$ cat config.mk
export PLATFORM = sky130hd
export DESIGN_NAME = t05_find_least
export DESIGN_NICKNAME = d
export VERILOG_FILES = /design/src/rtl/t05_find_least.sv
export SDC_FILE = /design/constraint.sdc
export NUM_CORES = 1
export LEC_CHECK = 0
export CAP_MARGIN = 20
export CORE_ASPECT_RATIO = 1.5
export CORE_MARGIN = 3
export CORE_UTILIZATION = 60
export DETAILED_ROUTE_END_ITERATION = 8
export PLACE_DENSITY = 0.87
export REMOVE_ABC_BUFFERS = 1
export SYNTH_ARGS = -nofsm -noshare
export SYNTH_HDL_FRONTEND = slang
export SYNTH_SLANG_ARGS = --single-unit
$ cat constraint.sdc
create_clock -name clk -period 15.1 [get_ports clk]
set_input_delay 4.53 -clock clk [delete_from_list [all_inputs] [get_ports clk]]
set_output_delay 4.53 -clock clk [all_outputs]
set_load 0.02 [all_outputs]
$ cat src/rtl/t05_find_least.sv
// Scans the histogram table through the shared SRAM read port and reports the two
// characters with the smallest non-zero counts, their counts and the summed count.
module t05_find_least #(
   parameter int unsigned NUM_ENTRIES = 256,
   parameter int unsigned BASE_ADDR   = 0,
   parameter int unsigned EN_CODE     = 2
) (
   input  logic        clk,
   input  logic        rst,
   input  logic [3:0]  en_state,
   input  logic [31:0] sram_in,
   input  logic        busy_i,
   input  logic        restart,
   output logic [1:0]  wr_r_en,
   output logic [8:0]  addr,
   output logic [8:0]  least1,
   output logic [8:0]  least2,
   output logic [31:0] cnt1,
   output logic [31:0] cnt2,
   output logic [31:0] sum,
   output logic        done
);

   localparam logic [8:0]  IdxNone  = 9'h1FF;
   localparam logic [31:0] CntNone  = 32'hFFFF_FFFF;
   localparam logic [1:0]  CmdRead  = 2'd0;
   localparam logic [1:0]  CmdIdle  = 2'd3;

   typedef enum logic [2:0] {StIdle, StReq, StWait, StCmp, StDone} state_t;

   state_t      state;
   logic [8:0]  idx;
   logic [31:0] data;

   logic        en;
   logic        last;
   logic [8:0]  c_least1;
   logic [8:0]  c_least2;
   logic [31:0] c_cnt1;
   logic [31:0] c_cnt2;
   logic [31:0] c_sum;

   assign en   = (en_state == 4'(EN_CODE));
   assign last = (idx == 9'(NUM_ENTRIES - 1));

   // Insertion of the latched word into the two-entry sorted list; strict compares keep
   // the lower index on ties and never admit an all-ones count.
   always_comb begin
      c_least1 = least1;
      c_least2 = least2;
      c_cnt1   = cnt1;
      c_cnt2   = cnt2;
      if (data != '0) begin
         if (data < cnt1) begin
            c_least2 = least1;
            c_cnt2   = cnt1;
            c_least1 = idx;
            c_cnt1   = data;
         end else if (data < cnt2) begin
            c_least2 = idx;
            c_cnt2   = data;
         end
      end
      if (c_least1 == IdxNone) begin
         c_sum = '0;
      end else if (c_least2 == IdxNone) begin
         c_sum = c_cnt1;
      end else begin
         c_sum = c_cnt1 + c_cnt2;
      end
   end

   always_ff @(posedge clk or posedge rst) begin
      if (rst) begin
         state   <= StIdle;
         idx     <= '0;
         data    <= '0;
         wr_r_en <= CmdIdle;
         addr    <= '0;
         least1  <= IdxNone;
         least2  <= IdxNone;
         cnt1    <= CntNone;
         cnt2    <= CntNone;
         sum     <= '0;
         done    <= 1'b0;
      end else if (en) begin
         unique case (state)
            StIdle: begin
               idx     <= '0;
               least1  <= IdxNone;
               least2  <= IdxNone;
               cnt1    <= CntNone;
               cnt2    <= CntNone;
               done    <= 1'b0;
               wr_r_en <= CmdRead;
               addr    <= 9'(BASE_ADDR);
               state   <= StReq;
            end
            StReq: begin
               wr_r_en <= CmdIdle;
               state   <= StWait;
            end
            StWait: begin
               if (!busy_i) begin
                  data  <= sram_in;
                  state <= StCmp;
               end
            end
            StCmp: begin
               least1 <= c_least1;
               least2 <= c_least2;
               cnt1   <= c_cnt1;
               cnt2   <= c_cnt2;
               if (last) begin
                  sum   <= c_sum;
                  done  <= 1'b1;
                  state <= StDone;
               end else begin
                  idx     <= idx + 9'd1;
                  addr    <= 9'(BASE_ADDR) + idx + 9'd1;
                  wr_r_en <= CmdRead;
                  state   <= StReq;
               end
            end
            StDone: begin
               wr_r_en <= CmdIdle;
               if (restart) begin
                  done  <= 1'b0;
                  state <= StIdle;
               end
            end
            default: state <= StIdle;
         endcase
      end
   end

endmodule

; ---- After elaboration in Yosys (flattened, before gate mapping)
; Index checks and enable logic that the tools add are counted.
[op_classes]
n_addsub = 2
n_bitwise = 1
mux = 27
n_eq_ne = 12
n_reduce_logical = 13
order_cmp = 2
[op_table]
columns = operator, count
row1 = 32-bit two-way mux, 7
row2 = 32-bit one-hot mux with 2 select lines, 2
row3 = 32-bit less-than comparator, 2
row4 = 9-bit two-way mux, 6
row5 = 9-bit one-hot mux with 2 select lines, 3
row6 = 32-bit adder, 1
row7 = 32-bit nonzero test, 1
row8 = 9-bit equality test (second input constant), 2
row9 = 3-bit one-hot mux with 5 select lines, 1
row10 = 3-bit AND reduction, 5
row11 = 9-bit by 1-bit adder with 9-bit output (second input constant), 1
row12 = 9-bit by 8-bit equality test with 1-bit output (second input constant), 1
row13 = 3-bit two-way mux, 3
row14 = 2-bit inequality test (second input constant), 4
row15 = 3-bit by 2-bit equality test with 1-bit output (second input constant), 2
row16 = 2-bit one-hot mux with 3 select lines, 1
row17 = 3-bit nonzero test, 2
row18 = 4-bit by 2-bit equality test with 1-bit output (second input constant), 1
row19 = 4-bit AND reduction, 1
row20 = 3-bit by 1-bit equality test with 1-bit output (second input constant), 1
row21 = 3-bit equality test (second input constant), 1
row22 = 3-bit zero test, 1
row23 = 1-bit one-hot mux with 3 select lines, 1
row24 = 1-bit two-way mux, 2
row25 = 5 further kinds, 5
[totals]
word_cells = 67
reg_bits = 161

; ---- Depth between registers and ports, before layout
; Gate-level depths: netlist of the first run.
[logic_depth]
ltp_word = 7
depth_mapped = 28

; ---- Least setup slack after synthesis of the first run
; OpenSTA, ideal clock, no wires.
[synth_path]
kind = input -> register
startpoint = in en_state[0]
endpoint = reg sum[27]
path_slack_ps = 7765
path_stages = 11
arrival_ps = 7239
setup_time_ps = 96
required_ps = 15004
path_cell_list = or4b_2 > nand2b_1 > nor2_1 > and2_1 > clkbuf_1 > nand2_1 > nor3_1 > inv_1 > nor2_1 > a22oi_1 > o31ai_1
[synth_via]
elab_chain_cells = 2
[synth_rtl]
columns = item, line_no
row1 = from (decl), 10  ; input logic [3:0] en_state,
row2 = 4-bit by 2-bit equality test with 1-bit output, 43  ; assign en = (en_state == 4'(EN_CODE));
row3 = 3-bit AND reduction (no source line), --
row4 = to (signal assigned), 115  ; sum <= c_sum;
row5 = to (decl), 20  ; output logic [31:0] sum,
; Every way passes these cells.
; A chain may end at the register's enable or synchronous reset.

; ---- Final worst setup path of the first run
[layout_path]
startpoint = in en_state[0]
endpoint = reg sum[23]
; The elaborated chain is that of the path after synthesis.

==> flow_summary.ini, run 1 <==
[worst_setup_path]
worstSetupPathType = input port to flop
path_cells = clkdlybuf4s50_1 > or4b_2 > nand2b_1 > nor2_4 > buf_4 > and2_1 > buf_4 > nand2_1 > nor3_2 > inv_1 > nor2_1 > a22oi_1 > o21ai_0
crit_required_ns = 15.43
cp_num_buf_inv = 4
endpoint_kind = flop
path_delay_family = simple AND/OR/NAND/NOR gates
critPathLaunchType = input port
slowest_stage = or4b_2
crit_top_cell = buf_4
arrival_ns = 9.57
crit_fanout = 77
slowest_delay_ns = 0.75

[grt]
antenna_found_initial = 0
grt_pass1_wl_microns = 53900
grt_overflow = 0
grt_max_degree = 95
grt_pass1_vias = 10647
track_usage_pct = 34.4

[run]
max_cap_violations = 0

[sta]
totalNegativeSetupSlack_ns = 0
hold_violations = 0
finalMaxSlewViolations = 0
fin_worst_skew_ns = 0.0111
finalCritPeriodShare_pct = 61.2
worstMarginPinSlew_ns = 1.03
period_needed_ns = 9.24
setup_viol = 0
max_freq_mhz = 108
slew_headroom_pct = 30.8
hold_slack_ns = 0.511
rsz0062_at_grt = false

[die]
start_util_pct = 61.8
fp-row-count = 59
io_pins = 166
core_region_area_sq_mm = 0.0176
fp.dieW_microns = 116
dieHeight_microns = 171
die-area_sq_mm = 0.0198

[routing]
ant_nets = 0
wirelength_microns = 34200
first_pass_iters = 6
vias = 10629
drt-vias-per-instance = 6.78
drc_errors = 0
drtIter0Drc = 1341
wl_per_cell_microns = 21.8

[cts]
root_buffer = clkbuf_16
post_cts_buffers = 0
clockBufferDepth = 2
clk_latency_ns = 0.44
numCtsBuffers = 17
cts_tree = yes
numClockSinks = 160
cts_max_level = 4
cts_hold_buf = 0
cts_resized = 0
path_clk_slew_ns = 0.06

[finish]
area_growth_pct = 22.2
layout.nets = 1476
diodes = 0
drive_gt1_share_pct = 13.4
fin_area_sq_mm = 0.0133

[synthesis]
syn_inst = 1206
ys_top_cells_by_area = dfstp_2 (20%), dfrtp_1 (18%), ha_1 (11%), a21oi_1 (5.0%), o22a_1 (4.5%)
synth_top_area_share_pct = 20.1
syn_area_per_cell_sq_um = 9.00
synth_cell_types = 73
synth-seq-cells = 160
async_flop_share_pct = 100
yosys-top-cells-count = a21oi_1 (108), inv_1 (108), nor2_1 (100), ha_1 (94), dfstp_2 (83)
ys_warn_count = 0
synth_top_area_cell = dfstp_2
synth_ff_type = dfstp_2
synth-edff-count = 0
synth_area_sq_mm = 0.0109
ys_seq_area_share_pct = 37.8

[power]
ir_drop_mv = 0.161
swShare_pct = 48.9
p_sw_w = 0.00190
seq_power_share_pct = 20.8
intPower_w = 0.00199
p_leak_nw = 6.46
pwr-share-comb_pct = 67.7
powerDensity_mw_per_mm2 = 293
p_clk_share_pct = 11.5

[outcome]
status = complete, no violations

[place]
gp_congestion = 0.955
placed_area_sq_mm = 0.0127
hpwl_microns = 24000
numPortBuffers = 165

[worst_hold_path]
hp-class = flop to flop
## through the flow
step,utilization [%],setup WS [ns],power (W),cells
after floorplan,-,3.61,0.00263,1145
final,75.6,5.86,0.00389,1568
after detailed placement,72.0,5.03,0.00336,1534
after CTS,75.4,5.44,0.00383,1566
after global routing,75.6,5.66,0.00416,1568
after global placement,72.0,5.23,0.00329,1534
## power groups by stage
stage | combinational (W) | sequential (W) | clock, W
floorplan | 0.00173 | 0.000904 | 0
global placement | 0.00248 | 0.000802 | 0
finish | 0.00264 | 0.000808 | 0.000448
detailed placement | 0.00255 | 0.000806 | 0
CTS | 0.00258 | 0.000800 | 0.000448
global route | 0.00287 | 0.000825 | 0.000466
## layout make-up
| cell class | count | area (sq um) |
|---|---|---|
| Tap cell | 213 | 267 |
| Timing Repair Buffer | 178 | 1750 |
| Clock buffer | 19 | 453 |
| Sequential cell | 160 | 4110 |
| Multi-Input combinational cell | 877 | 6130 |
| Inverter | 108 | 410 |
| Clock inverter | 13 | 149 |
| Fill cell | 1200 | 4300 |
## cells by family (layout without fill, tap and decap cells)
logic type,after synthesis,in the layout,synth area share (%)
AOI/OAI and AO/OA,417,417,25.8
buffers and inverters,169,318,5.89
and+or+nand+nor,293,293,12.9
xor gates and xnor gates,30,30,2.42
DFF,160,160,37.8
muxes,42,42,4.26
adders and majority gates,95,95,10.9
## worst paths after layout
check | startpoint | depth (start not counted) | slack, ns | to
setup / recovery | en_state[0] | 13 | 5.86 | sum[23]
hold / removal | least2[0] | 2 | 0.51 | least2[0]
setup reg to reg | cnt1[30] | 24 | 8.39 | sum[26]
hold reg to reg | least2[0] | 2 | 0.51 | least2[0]
max in group asynchronous | rst | 3 | 9.08 | data[29]
min in group asynchronous | rst | 2 | 4.65 | data[8]
## routing by layer
| metal | wire length (microns) | up-vias | track usage [%] |
|---|---|---|---|
| li1 | - | 4715 | - |
| met1 | 12100 | 5029 | 40.3 |
| met2 | 16900 | 703 | 58.6 |
| met3 | 3040 | 182 | 5.80 |
| met4 | 2150 | 0 | 19.9 |
| met5 | 0 | - | 0 |
## registers in the layout (all words and copies together) (netlist names)
register	cells
cnt1	32
cnt2	32
data	32
sum	32
idx	9
least1	9
least2	9
state	3
done	1
wr_r_en	1
## cells in the final DEF (no fill, tap or decap), types with 17 or more instances in the layout
cell type        instances
clkdlybuf4s50_1        165
a22oi_1                 41
nand4_1                 22
xnor2_1                 22
o22ai_1                 31
dfrtp_1                 77
dfstp_2                 83
a21o_1                  25
nand2_1                 74
o21ai_0                 61
ha_1                    94
a21oi_1                108
mux2_2                  34
clkbuf_16               17
o22a_1                  56
nor2_1                  98
inv_1                  107
## worst register-to-register path, cell delays in order, from the launching register on
cell and delay (ns):
dfstp_2 0.57, inv_1 0.07, ha_1 0.32, nand4_1 0.21, nor4_1 0.79, nand3_1 0.22
a21o_1 0.26, and3_2 0.22, nor2_2 0.46, buf_4 0.46, a22oi_1 0.25, ha_1 0.47
a21oi_1 0.23, o21bai_1 0.09, a21o_1 0.20, a21oi_1 0.15, o21bai_1 0.10, a21oi_1 0.21
o21bai_1 0.08, a31oi_1 0.28, o21ai_0 0.14, o21bai_2 0.24, a221oi_2 0.35, xnor2_1 0.16
o21ai_1 0.07
Power figures use the tool's default switching activity.
==> run 2: changes to the inputs <==
CORE_UTILIZATION = 50   (was 60)
PLACE_DENSITY = 0.78   (was 0.87)
clock period = 8.05 ns   (was 15.1 ns; I/O delays follow)
==> run 2 against run 1 <==
First-iteration DRC count is 31% lower. Cell count up 3.6%. Global-route usage shrank 5.5 points. Routed wire length down 0.16%. Sequential share of layout area down 0.38 points. Sequential cell count unchanged. Worst hold slack got worse by 0.031 ns. Design area increased by 1.2%. Critical path type is now flop to flop. Largest cell class unchanged. Highest routed layer unchanged.
==> flow_summary.ini, run 2 (synthesis results as in run 1) <==
[grt]
antenna_found_initial = 0
grt_pass1_wl_microns = 54800
grt_overflow = 0
grt_max_degree = 77
track_usage_pct = 28.9
grt_pass1_vias = 10361

[sta]
period_needed_ns = 6.23
setup_viol = 0
finalMaxSlewViolations = 0
max_freq_mhz = 161
worstMarginPinSlew_ns = 1.10
slew_headroom_pct = 26.3
rsz0062_at_grt = false
fin_worst_skew_ns = 0.00960
hold_violations = 0
finalCritPeriodShare_pct = 77.4

[place]
hpwl_microns = 24900
placed_cells = 1592
placed_area_sq_mm = 0.0127
numPortBuffers = 165
gp_congestion = 0.908

[die]
io_pins = 166
core_region_area_sq_mm = 0.0212
die-area_sq_mm = 0.0236
fp.dieW_microns = 126
fp-row-count = 65
dieHeight_microns = 186
start_util_pct = 51.2

[routing]
highest_layer = met4
ant_nets = 0
drc_errors = 0
wl_met2_microns = 17300
wl_met1_microns = 13000
drt-vias-per-instance = 6.32
vias = 10275
drtIter0Drc = 929
wl_per_cell_microns = 21.0
met3WireLength_microns = 2530
first_pass_iters = 6
wirelength_microns = 34200

[cts]
numCtsBuffers = 17
numClockSinks = 160
cts_hold_buf = 0
clockBufferDepth = 2
path_clk_slew_ns = 0.07
clk_latency_ns = 0.44
cts_resized = 0
root_buffer = clkbuf_16
cts_max_level = 4
cts_tree = yes
post_cts_buffers = 0

[finish]
drive_gt1_share_pct = 13.4
multi_input_area_sq_mm = 0.00613
area_growth_pct = 23.8
layout.nets = 1478
fin_cells = 1625
fill_cells = 1733
regArea_sq_mm = 0.00411
diodes = 0
fin_area_sq_mm = 0.0134
layout_commonest_cell = clkdlybuf4s50_1
layout.cells.most_common_list = clkdlybuf4s50_1 (165), a21oi_1 (108), inv_1 (107), nor2_1 (98), ha_1 (94)

[worst_setup_path]
crit_fanout = 27
crit_required_ns = 8.37
r2r_slack_ns = 1.82
endpoint_kind = flop
arrival_ns = 6.54
worstSetupPathType = flop to flop
critPathLaunchType = flop

[outcome]
status = complete, no violations

[worst_hold_path]
hp-class = flop to flop

[run]
max_cap_violations = 0
[run 2: worst paths after layout]
| check | from | end | cells past startpoint |
|---|---|---|---|
| worst min-delay path | sum[16] | sum[16] | 1 |
| worst max register to register | cnt1[31] | sum[31] | 20 |
| max in group asynchronous | rst | data[23] | 3 |
| min in group asynchronous | rst | sum[8] | 2 |
| worst max-delay path | cnt1[31] | sum[31] | 20 |
| worst min register to register | sum[16] | sum[16] | 1 |
[run 2: per-stage QoR]
step                      setup TNS [ns]  setup WS, ns  utilization [%]  hold WS, ns
after floorplan                   -30.56         -1.33                -        0.521
after global placement                 0          1.76             60.0        0.461
after detailed placement               0          1.63             60.0        0.472
after CTS                              0          1.94             63.3        0.487
after global routing                   0          1.46             63.3        0.512
final                                  0          1.82             63.3        0.480
[run 2: layout make-up]
cell class	instances	area share (%)
Multi-Input combinational cell	877	45.6
Sequential cell	160	30.6
Timing Repair Buffer	180	13.1
Clock buffer	20	3.40
Inverter	108	3.05
Tap cell	268	2.50
Clock inverter	12	1.71
[run 2: critical path: stages (launching register included)]
cell,delay [ns]
dfstp_2,0.58
inv_1,0.07
ha_1,0.31
nand4_1,0.18
nor4_1,0.59
nand3_1,0.24
a21o_1,0.26
and3_2,0.40
nor2_2,0.19
buf_4,0.31
a22oi_1,0.17
ha_1,0.41
a21o_1,0.19
a21o_1,0.18
a21oi_1,0.23
o21ai_0,0.19
o21ai_0,0.62
a21oi_1,0.21
o211ai_1,0.43
a2111o_1,0.22
o211ai_1,0.08
[run 2: routing by layer]
metal	global-route usage (%)	up-vias
met5	0	-
met4	12.8	0
met3	4.67	103
met2	50.0	501
met1	35.2	4957
li1	-	4714
Power of run 2 is left out: the tool's default activity adds up to more than one toggle a clock period on the data nets, which glitch-free logic cannot reach.
